[config.mk]
export PLATFORM = sky130hd
export DESIGN_NAME = debug_dump_engine
export DESIGN_NICKNAME = d
export VERILOG_FILES = /design/src/rtl/debug_dump_engine.sv
export SDC_FILE = /design/constraint.sdc
export NUM_CORES = 1
export LEC_CHECK = 0
export ABC_AREA = 1
export CORE_MARGIN = 2
export CORE_UTILIZATION = 45
export DETAILED_ROUTE_END_ITERATION = 12
export GPL_ROUTABILITY_DRIVEN = 0
export GPL_TIMING_DRIVEN = 0
export PLACE_DENSITY = 0.85
export SLEW_MARGIN = 20
export SYNTH_ARGS = -nofsm -noshare
export SYNTH_HDL_FRONTEND = slang
export SYNTH_SLANG_ARGS = --single-unit
[constraint.sdc]
create_clock -name clk -period 2 [get_ports clk]
set_clock_uncertainty 0.05 [all_clocks]
set_input_delay 0.5 -clock clk [delete_from_list [all_inputs] [get_ports clk]]
set_output_delay 0.5 -clock clk [all_outputs]
set_load 0.1 [all_outputs]
[src/rtl/debug_dump_engine.sv]
// Debug register dump engine: snapshots the fetch PC and every register
// through the debug select port, then streams a checksummed byte frame.
module debug_dump_engine #(
  parameter int         NUM_REGS      = 16,
  parameter int         SETTLE_CYCLES = 1,
  parameter logic [7:0] HDR_BYTE      = 8'hA5
) (
  input  logic        clk,
  input  logic        reset,
  input  logic        start,
  output logic [3:0]  debug_reg_select,
  input  logic [31:0] debug_reg_data,
  input  logic [31:0] fetchPC,
  output logic [7:0]  out_data,
  output logic        out_valid,
  input  logic        out_ready,
  output logic        busy,
  output logic        done
);

  localparam logic [2:0] S_IDLE = 3'd0;
  localparam logic [2:0] S_HDR  = 3'd1;
  localparam logic [2:0] S_PCW  = 3'd2;
  localparam logic [2:0] S_SEL  = 3'd3;
  localparam logic [2:0] S_CAP  = 3'd4;
  localparam logic [2:0] S_WORD = 3'd5;
  localparam logic [2:0] S_CSUM = 3'd6;
  localparam logic [2:0] S_FIN  = 3'd7;

  localparam logic [3:0] LAST_SEL = 4'(NUM_REGS - 1);
  localparam logic [3:0] SETTLE   = 4'(SETTLE_CYCLES);

  logic [2:0]  r_state;
  logic [31:0] r_word;
  logic [7:0]  r_csum;
  logic [1:0]  r_bcnt;
  logic [3:0]  r_sel;
  logic [3:0]  r_cnt;

  logic        w_xfer;
  logic [31:0] w_shift;
  logic [7:0]  w_byte;

  assign w_shift = r_word >> {r_bcnt, 3'b000};
  assign w_byte  = w_shift[7:0];
  assign w_xfer  = out_valid & out_ready;

  assign debug_reg_select = r_sel;
  assign busy = (r_state != S_IDLE);
  assign done = (r_state == S_FIN);

  always_comb begin
    out_valid = 1'b0;
    out_data  = 8'h00;
    case (r_state)
      S_HDR: begin
        out_valid = 1'b1;
        out_data  = HDR_BYTE;
      end
      S_PCW, S_WORD: begin
        out_valid = 1'b1;
        out_data  = w_byte;
      end
      S_CSUM: begin
        out_valid = 1'b1;
        out_data  = r_csum;
      end
      default: ;
    endcase
  end

  always_ff @(posedge clk or negedge reset) begin
    if (!reset) begin
      r_state <= S_IDLE;
      r_word  <= '0;
      r_csum  <= '0;
      r_bcnt  <= '0;
      r_sel   <= '0;
      r_cnt   <= '0;
    end else begin
      case (r_state)
        S_IDLE: begin
          if (start) begin
            r_word  <= fetchPC;
            r_csum  <= '0;
            r_bcnt  <= '0;
            r_state <= S_HDR;
          end
        end
        S_HDR: begin
          if (w_xfer) r_state <= S_PCW;
        end
        S_PCW, S_WORD: begin
          if (w_xfer) begin
            r_csum <= r_csum ^ w_byte;
            r_bcnt <= r_bcnt + 2'd1;
            if (r_bcnt == 2'd3) begin
              // PC done: start at register 0; else advance or finish
              if (r_state == S_PCW) begin
                r_sel   <= '0;
                r_cnt   <= SETTLE;
                r_state <= S_SEL;
              end else if (r_sel != LAST_SEL) begin
                r_sel   <= r_sel + 4'd1;
                r_cnt   <= SETTLE;
                r_state <= S_SEL;
              end else begin
                r_state <= S_CSUM;
              end
            end
          end
        end
        S_SEL: begin
          r_cnt <= r_cnt - 4'd1;
          if (r_cnt == 4'd1) r_state <= S_CAP;
        end
        S_CAP: begin
          r_word  <= debug_reg_data;
          r_state <= S_WORD;
        end
        S_CSUM: begin
          if (w_xfer) r_state <= S_FIN;
        end
        S_FIN: begin
          r_state <= S_IDLE;
        end
        default: r_state <= S_IDLE;
      endcase
    end
  end

endmodule

# Word level (Yosys, flattened, before mapping)
# Cells that the tools add are included.
# op_classes
eq_ne,17
shift,1
mux,26
reduce_logical,13
addsub,3
bitwise_logic,2
# ops
op,count
32-bit one-hot mux with 2 select lines,1
32-bit two-way mux,1
32-bit by 5-bit >> shifter with 8-bit output,1
3-bit two-way mux,8
4-bit two-way mux,6
8-bit one-hot mux with 3 select lines,1
3-bit one-hot mux with 7 select lines,1
8-bit two-way mux,2
8-bit one-hot mux with 2 select lines,1
"3-bit equality test, second input constant",4
"2-bit inequality test, second input constant",6
4-bit one-hot mux with 2 select lines,1
4-bit AND reduction,2
2-bit nonzero test,4
8-bit XOR,1
"3-bit by 2-bit equality test with 1-bit output, second input constant",2
6-bit AND reduction,1
"4-bit by 1-bit adder with 4-bit output, second input constant",1
"4-bit by 1-bit equality test with 1-bit output, second input constant",1
2-bit two-way mux,2
"4-bit inequality test, second input constant",1
2-bit one-hot mux with 2 select lines,1
4-bit OR reduction,1
"4-bit by 1-bit subtractor with 4-bit output, second input constant",1
other kinds (11),11
# word_totals
elab_cells,68
out_inout_bits,15
register_bits,53

# Logic depth before layout (Yosys ltp)
# Gate-level depths: netlist of run 1.
# logic_depth
depth_word,6
ltp_mapped,9

# Least setup slack after synthesis of run 1
# OpenSTA, ideal clock, no wires.
# synth_path
path_kind,register -> output
start,reg r_bcnt[0]
end,out out_data[1]
setup_slack_ns,-1.053
stages_incl_launch_ff,8
arrival_time_ns,2.503
t_required_ns,1.450
path_cell_list,dfrtp_1 > buf_2 > clkinv_1 > buf_2 > nand2_1 > nand3_1 > nand2_1 > o22ai_1
# synth_between
elab_chain_cells,2
# synth_rtl
item,line_no,text
from (decl),36,logic [1:0] r_bcnt;
from (signal assigned),96,r_bcnt <= r_bcnt + 2'd1;
32-bit by 5-bit >> shifter with 8-bit output,44,"assign w_shift = r_word >> {r_bcnt, 3'b000};"
8-bit one-hot mux with 3 select lines,55,case (r_state)
to (decl),14,"output logic [7:0] out_data,"
# No other way between the ends.

# Final worst setup path of run 1
# layout_path
start,reg r_bcnt[1]
end,out out_data[2]
# The elaborated chain is that of the path after synthesis.

==> flow_metrics.tcl, run 1 <==
set metrics [dict create \
    synth_top_area_cell "dfrtp_1" \
    portBuffers 82 \
    final_area_mm2 0.00464 \
    hp-class "input pin to async pin" \
    path_max_fanout 8 \
    clockRootBuffer "clkbuf_8" \
    hold_viol_final 0 \
    dp.final_hpwl_um 6700 \
    syn-num-nets 499 \
    drtIter0Drc 494 \
    drcViolationCount 0 \
    yosysMostFrequentCell "nand2_1" \
    cp-start-kind "flop" \
    synthArstFlopShare 1.00 \
    rows 30 \
    syn_to_final_growth_pct 47.6 \
    fp.dieArea_mm2 0.00767 \
    finalSetupViolations 8 \
    num_antenna_cells 0 \
    grt_pass1_wl_um 16000 \
    yosysUniqueCellTypes 31 \
    status "finished, violations left" \
    synth_seq_cells 53 \
    clock_latency_ns 0.31 \
    drv_cap 0 \
    synthTopCellsByArea "dfrtp_1, nand2_1, o31ai_1" \
    cp.arrival_ns 1.79 \
    cts_buffers 5 \
    layout.nets 611 \
    clk_pin_slew_worst_paths_ns 0.11 \
    core-area_mm2 0.00679 \
    synthCells 427 \
    crit_type "flop to primary output" \
    end_kind "primary output" \
    violations "negative setup slack" \
    antenna_left 0 \
    wl_um 10200 \
    io_pins 83 \
    synth_area_mm2 0.00315 \
    required_ns 1.45 \
    drv_slew 0 \
    powerDensity_mw_per_mm2 1770 \
    grt_usage 0.266 \
    peakVddDrop_uv 654 \
    clockBufferDepth 2 \
    ys_warn_count 0 \
    clock_sinks 53 \
    overflow 0 \
    synth-edff-count 0 \
    period_needed_ns 2.34 \
    htree_levels 2 \
    grt_max_degree 54 \
    vias 3584 \
    synth_ff_type "dfrtp_1" \
    postPlaceCellArea_mm2 0.00415 \
    power.leakage_nw 2.07 \
    antenna_found_initial 0 \
    synthTopCellsByCount "nand2_1, dfrtp_1, nand3_1" \
    die_x_um 87.6 \
    total_power_mw 8.20 \
    syn_area_per_cell_um2 7.37 \
    setup_slack_ns -0.336 \
    max_freq_mhz 428 \
    wl_per_cell_um 16.1 \
    relSlewSlack 0.545 \
    drive_gt1_frac 0.195 \
    cts_tree "built" \
    initial_core_util 0.463 \
    worst_pin_slew_ns 0.682 \
    fp.dieH_um 87.6 \
    rsz0062_at_grt "yes" \
    routed_via_density 5.64 \
    seq_area_frac_synth 0.422 \
    drt_first_pass_iters 5 \
    min_period_over_period 1.17 \
    grt_pass1_vias 3548 \
    synth_top_area_share 0.422 \
]
power breakdown:
group	switching (mW)	total (mW)	leakage, nW	internal, mW
clock	0.359	0.599	0.0410	0.240
sequential	0.350	1.88	0.668	1.53
combinational	3.78	5.73	1.36	1.95
routing by layer:
metal	GRT usage	vias up	routed length, µm
met4	0.0993	0	266
met5	0	-	0
li1	-	1661	-
met2	0.466	200	5200
met1	0.332	1693	4000
met3	0.0377	30	752
worst max-delay path, stage by stage (launching register included):
cell and delay, ns:
dfrtp_1 0.39, clkbuf_8 0.15, clkinvlp_4 0.18, nand3_2 0.19
nand2_2 0.09, o211ai_1 0.22, buf_6 0.26
worst paths after layout:
kind | end | slack, ns | depth (start not counted) | start
min reg2reg | r_word[29] | 0.44 | 2 | r_word[29]
min in group clk | r_word[29] | 0.44 | 2 | r_word[29]
max in group asynchronous | r_word[21] | 1.26 | 1 | reset
min | debug_reg_select[2] | 0.15 | 1 | reset
max | out_data[2] | -0.34 | 6 | r_bcnt[1]
max reg2reg | r_word[26] | 0.19 | 5 | r_state[2]
state kept, by name (all words and copies together) (netlist names):
| name | cells |
|---|---|
| r_bcnt | 2 |
| r_word | 32 |
| debug_reg_select | 4 |
| r_state | 3 |
| r_cnt | 4 |
| r_csum | 8 |
metrics by stage:
step	utilization	setup TNS [ns]	worst slack (ns)	hold WS (ns)	instances
after floorplan	-	-5.37	-0.881	0.154	427
after global placement	0.612	-71.64	-1.34	0.418	605
after detailed placement	0.611	-11.25	-1.13	0.422	605
after CTS	0.677	-1.84	-0.251	0.193	631
after global routing	0.683	-2.63	-0.377	0.216	635
final	0.683	-2.22	-0.336	0.148	635
layout by cell type (no fill, tap or decap), drive strengths merged, types with 23 or more instances in the layout:
| cell type | count |
|---|---|
| clkdlybuf4s50 | 66 |
| buf | 45 |
| a21oi | 36 |
| nor2 | 42 |
| o31ai | 32 |
| nand2 | 133 |
| dfrtp | 53 |
| inv | 23 |
| nand3 | 46 |
final cells by class:
| cell class | count | area [µm²] |
|---|---|---|
| fill | 513 | 2150 |
| multi-input combinational | 326 | 1790 |
| sequential | 53 | 1330 |
| timing repair buffer | 104 | 1060 |
| buffer | 23 | 145 |
| inverter | 25 | 120 |
| tap | 96 | 120 |
| clock buffer | 6 | 72.6 |
| timing repair inverter | 1 | 8.76 |
| clock inverter | 1 | 5.00 |
cell families after synthesis:
kind of cell,after synthesis,synth area share
xor gates and xnor gates,2,0.00557
buffers and inverters,48,0.0640
adders and majority gates,4,0.0159
DFF,53,0.422
AOI/OAI and AO/OA,94,0.189
and+or+nand+nor,226,0.304
what timing repair did:
| item | in CTS | in global routing |
|---|---|---|
| pin swaps | 12 | 2 |
| hold buffers | 0 | 0 |
| buffers inserted | 16 | 4 |
| gates cloned | 3 | 0 |
| setup endpoints to repair | 15 | 11 |
| resized for setup | 138 | 3 |
No activity file was read; power rests on OpenSTA's default activity.
==> run 2, diff against run 1 <==
--- a/config.mk
+++ b/config.mk
@@ -7,12 +7,12 @@
 export LEC_CHECK = 0
 export ABC_AREA = 1
 export CORE_MARGIN = 2
-export CORE_UTILIZATION = 45
+export CORE_UTILIZATION = 25
 export DETAILED_ROUTE_END_ITERATION = 12
 export GPL_ROUTABILITY_DRIVEN = 0
-export GPL_TIMING_DRIVEN = 0
-export PLACE_DENSITY = 0.85
+export PLACE_DENSITY = 0.57
 export SLEW_MARGIN = 20
 export SYNTH_ARGS = -nofsm -noshare
 export SYNTH_HDL_FRONTEND = slang
 export SYNTH_SLANG_ARGS = --single-unit
+export TNS_END_PERCENT = 1
==> flow_metrics.tcl, run 2 (synthesis results as in run 1) <==
set metrics [dict create \
    multi_input_area_mm2 0.00182 \
    cts_buffers 5 \
    fin_setup_tns_ns -1.44 \
    clock_sinks 53 \
    hold_viol_final 0 \
    regMostFlops "r_word" \
    syn_to_final_growth_pct 56.6 \
    vias 3266 \
    clock_latency_ns 0.29 \
    core-area_mm2 0.0122 \
    final_common_cell "nand2_1" \
    drt_first_pass_iters 4 \
    grt_pass1_wl_um 15500 \
    reg.largest.list "r_word (32), r_csum (8)" \
    clockBufferDepth 2 \
    drcViolationCount 0 \
    power.leakage_nw 2.16 \
    num_antenna_cells 0 \
    cts_tree "built" \
    r2r-end "r_word[15]" \
    wl_um 9430 \
    final_area_mm2 0.00493 \
    period_needed_ns 2.21 \
    worstReg2RegStart "r_state[2]" \
    finalSetupViolations 8 \
    drv_slew 0 \
    portBuffers 82 \
    io_pins 83 \
    crit_chain "buf_6 -> buf_4 -> nand2_1 -> nand3_1 -> nand2_2 -> o22ai_4 -> buf_12" \
    setup_slack_ns -0.207 \
    worst_pin_slew_ns 0.450 \
    hp-class "input pin to async pin" \
    cp-start-kind "flop" \
    powerDensity_mw_per_mm2 1760 \
    reg2reg_slack_ns 0.31 \
    dp.final_hpwl_um 7140 \
    min_period_over_period 1.10 \
    cts_hold_buf 0 \
    clk_pin_slew_worst_paths_ns 0.07 \
    required_ns 1.45 \
    postPlaceCellArea_mm2 0.00446 \
    antenna_found_initial 0 \
    layout.nets 596 \
    mostFrequentLayoutCells "nand2_1, clkdlybuf4s50_1, dfrtp_1" \
    path_max_fanout 5 \
    rsz0062_at_grt "yes" \
    grt_max_degree 38 \
    register_area_mm2 0.00133 \
    violations "negative setup slack" \
    drive_gt1_frac 0.204 \
    rows 40 \
    drtIter0Drc 166 \
    drv_cap 0 \
    die_x_um 116 \
    cp.arrival_ns 1.66 \
    initial_core_util 0.259 \
    max_stage_delay_ns 0.47 \
    wl_per_cell_um 13.6 \
    fp.dieArea_mm2 0.0135 \
    htree_levels 2 \
    peakVddDrop_uv 594 \
    relSlewSlack 0.700 \
    end_kind "primary output" \
    crit_type "flop to primary output" \
    fp.dieH_um 116 \
    max_freq_mhz 453 \
    antenna_left 0 \
    worst_path_max_delay_cell "dfrtp_2" \
    clockRootBuffer "clkbuf_16" \
    n_fill_cell 1203 \
    grt_pass1_vias 3162 \
    status "finished, violations left" \
    grt_usage 0.143 \
    routed_via_density 4.71 \
    r2r_cells 5 \
    largest_register_ffs 32 \
    overflow 0 \
]
run 2: cell count changes in the layout (fill, tap and decap cells not counted), sizes merged:
| cell | before | now |
|---|---|---|
| inv | 23 | 24 |
| buf | 45 | 42 |
| bufinv | 0 | 1 |
| clkbuf | 18 | 11 |
| clkinv | 3 | 2 |
| clkinvlp | 1 | 0 |
| clkdlybuf4s15 | 4 | 0 |
run 2: how the worst max path moves through the flow:
stage / from / end / slack [ns] / cells after the start
after floorplan: r_bcnt[0] / out_data[7] / -0.88 / 7
after global placement: r_state[0] / out_data[4] / 0.05 / 6
after detailed placement: r_state[0] / out_data[4] / 0.05 / 6
after CTS: r_bcnt[0] / out_data[2] / -0.20 / 6
after global routing: r_bcnt[0] / out_data[7] / -0.28 / 6
final: r_bcnt[0] / out_data[4] / -0.21 / 7
run 2: final cells by class:
| cell class | instances | area share |
|---|---|---|
| tap | 168 | 0.0427 |
| clock inverter | 1 | 0.00610 |
| clock buffer | 7 | 0.0290 |
| timing repair inverter | 1 | 0.00102 |
| multi-input combinational | 326 | 0.370 |
| sequential | 53 | 0.270 |
| timing repair buffer | 112 | 0.261 |
| inverter | 25 | 0.0211 |
run 2: per-stage QoR:
| step | power (mW) | setup slack, ns | cells | hold slack [ns] | util |
|---|---|---|---|---|---|
| final | 8.69 | -0.207 | 693 | 0.100 | 0.405 |
| after global routing | 9.28 | -0.280 | 693 | 0.133 | 0.405 |
| after CTS | 8.28 | -0.199 | 683 | 0.115 | 0.386 |
| after detailed placement | 7.12 | 0.0457 | 674 | 0.428 | 0.367 |
| after global placement | 7.09 | 0.0541 | 674 | 0.421 | 0.367 |
| after floorplan | 5.33 | -0.881 | 427 | 0.154 | - |
run 2: critical path, delay by kind of cell, from the launching register on:
| kind | cells | cell delay [ns] |
|---|---|---|
| compound gates | 1 | 0.09 |
| flops | 1 | 0.47 |
| simple gates | 3 | 0.35 |
| buf+inv | 3 | 0.45 |
run 2: metal layers:
metal	global-route usage	up-vias	wire length [µm]
li1	-	1633	-
met1	0.216	1526	4690
met2	0.219	102	4300
met3	0.0182	5	369
met4	0.0333	0	79
met5	0	-	0
run 2: timing repair:
item	CTS	global route
pin swaps	3	20
gates cloned	0	1
resized for setup	14	39
endpoints found under the setup margin	8	10
setup buffers	1	9
hold endpoints to repair	0	0
run 2: power breakdown:
| part | internal (mW) | total (mW) | leakage, nW | switching (mW) |
|---|---|---|---|---|
| Clock | 0.626 | 1.00 | 0.0841 | 0.379 |
| Sequential | 1.53 | 1.94 | 0.665 | 0.410 |
| Combinational | 2.18 | 5.74 | 1.41 | 3.57 |
==> patch, RTL diff (settings of run 2) <==
Register the output `debug_reg_select` once more, without a reset; this adds one clock of latency there. The other outputs are not delayed to match.
--- a/src/rtl/debug_dump_engine.sv
+++ b/src/rtl/debug_dump_engine.sv
@@ -46,5 +46,7 @@
   assign w_xfer  = out_valid & out_ready;
 
-  assign debug_reg_select = r_sel;
+  always_ff @(posedge clk) begin
+    debug_reg_select <= r_sel;
+  end
   assign busy = (r_state != S_IDLE);
   assign done = (r_state == S_FIN);
Formal check against the unedited RTL: same outputs for any inputs over 10 cycles, from zero or initial values and one cycle with reset low; that may be too few to reach the edited logic, so the function may still have changed.
==> patch against run 2 <==
- the run still ends with negative setup slack left
- cell area is 8.5% higher
- critical path depth stayed put
- synthesized area is 12% higher
- worst hold slack better by 22 ps
- synthesized cell count is 4.7% higher
- power is 4.0% higher
- highest routed layer unchanged
- routed wire length is 2.8% higher
- critical path type unchanged
- register-to-register slack worse by 240 ps
- sequential cell count is 4 higher
- maximum frequency is 7.0% lower
- critical endpoint is now out_data[7]
- setup slack worse by 160 ps
==> patch: results <==
[final_layout]
layout.clock_buffers = 11
final_nets = 634
clock_tree_area_fraction_pct = 5.57
layout.non_clock_inverters = 61
total_area_of_sequential_cells_mm2 = 0.00141
comb.multi_input.count = 309
finalNonFillerCells = 743
layout.filler_cells = 1385
layout.nonclk_buf_share_pct = 24.3
multi_input_area_mm2 = 0.00188
final.signal_buffer_count = 120

[critical_path]
rr_endpoint = "r_csum[5]$_DFFE_PN0P_"
timing.rr.start = "r_state[1]$_DFFE_PN0P_"
cp_slowest_cell = "sky130_fd_sc_hd__dfrtp_1"
critPathMaxFanout = 6
r2r_slack_ps = 70
crit_path_end = "out_data[7]"

[timing]
totalNegativeSetupSlack_ps = -2870
final.setup.worst_slack_ps = -372
report.final.setup_viol = 9
tightest_slew_ps = 294

[cts]
clk_latency_worst_skew_pair_ps = 320
cts_num_sinks = 57
cts.clk_slew.worst_paths_ps = 50
tritoncts.num_buffers = 9

[global_routing]
grt_max_degree = 54
grt.total_usage_pct = 14.1

[synth]
synth_cell_type_count = 35
syn_nets = 523
synthArstFlopShare_pct = 93.0
synth_common_cells = "sky130_fd_sc_hd__nand2_1, sky130_fd_sc_hd__inv_1, sky130_fd_sc_hd__dfrtp_1"
synthTopCellsByArea = "sky130_fd_sc_hd__dfrtp_1, sky130_fd_sc_hd__nand2_1, sky130_fd_sc_hd__o22ai_2"

[routing]
vias = 3368
first_iter_violations = 120

[placement]
dpl_hpwl_um = 7690
place.detailed.instances = 726

[run_status]
status = "finished, violations left"
violations_in_the_final_reports = "negative setup slack"

[power]
clockNetworkPower_mw = 1.53
static-leakage-power_nw = 2.36
internal_power_mw = 4.87
power_combinational_mw = 5.64
p_seq_mw = 1.87
irDropWorstVdd_uv = 496
[patch: cell count changes after synthesis, sizes merged, moves of 18 or more]
cell,before,now
a21oi,36,6
inv,24,58
nand2,133,115
o21ai,18,45
o22ai,4,32
o31ai,32,0
[patch: stage by stage]
stage	utilization (%)	hold WS (ps)	setup WS, ps	instance area [um^2]
2_1_floorplan	-	154	-575	3650
3_3_place_gp	36.2	364	-114	5010
3_5_place_dp	36.2	387	-161	5010
4_1_cts	38.6	142	-379	5340
5_1_grt	38.7	152	-454	5350
6_report	38.7	122	-372	5350
[patch: metal layers]
metal / GRT usage, % / wire length, um
met1: 18.2 / 4320
met5: 0 / 0
met4: 5.24 / 222
met2: 22.9 / 4620
met3: 3.21 / 537
[patch: logic make-up after synthesis]
kind of cell,share of synthesized area [%]
AND/OR/NAND/NOR,26.3
AO/OA/AOI/OAI,19.7
buffers and inverters,10.8
flip-flops,39.8
adder cells (fa/ha/maj),2.83
XOR/XNOR,0.496
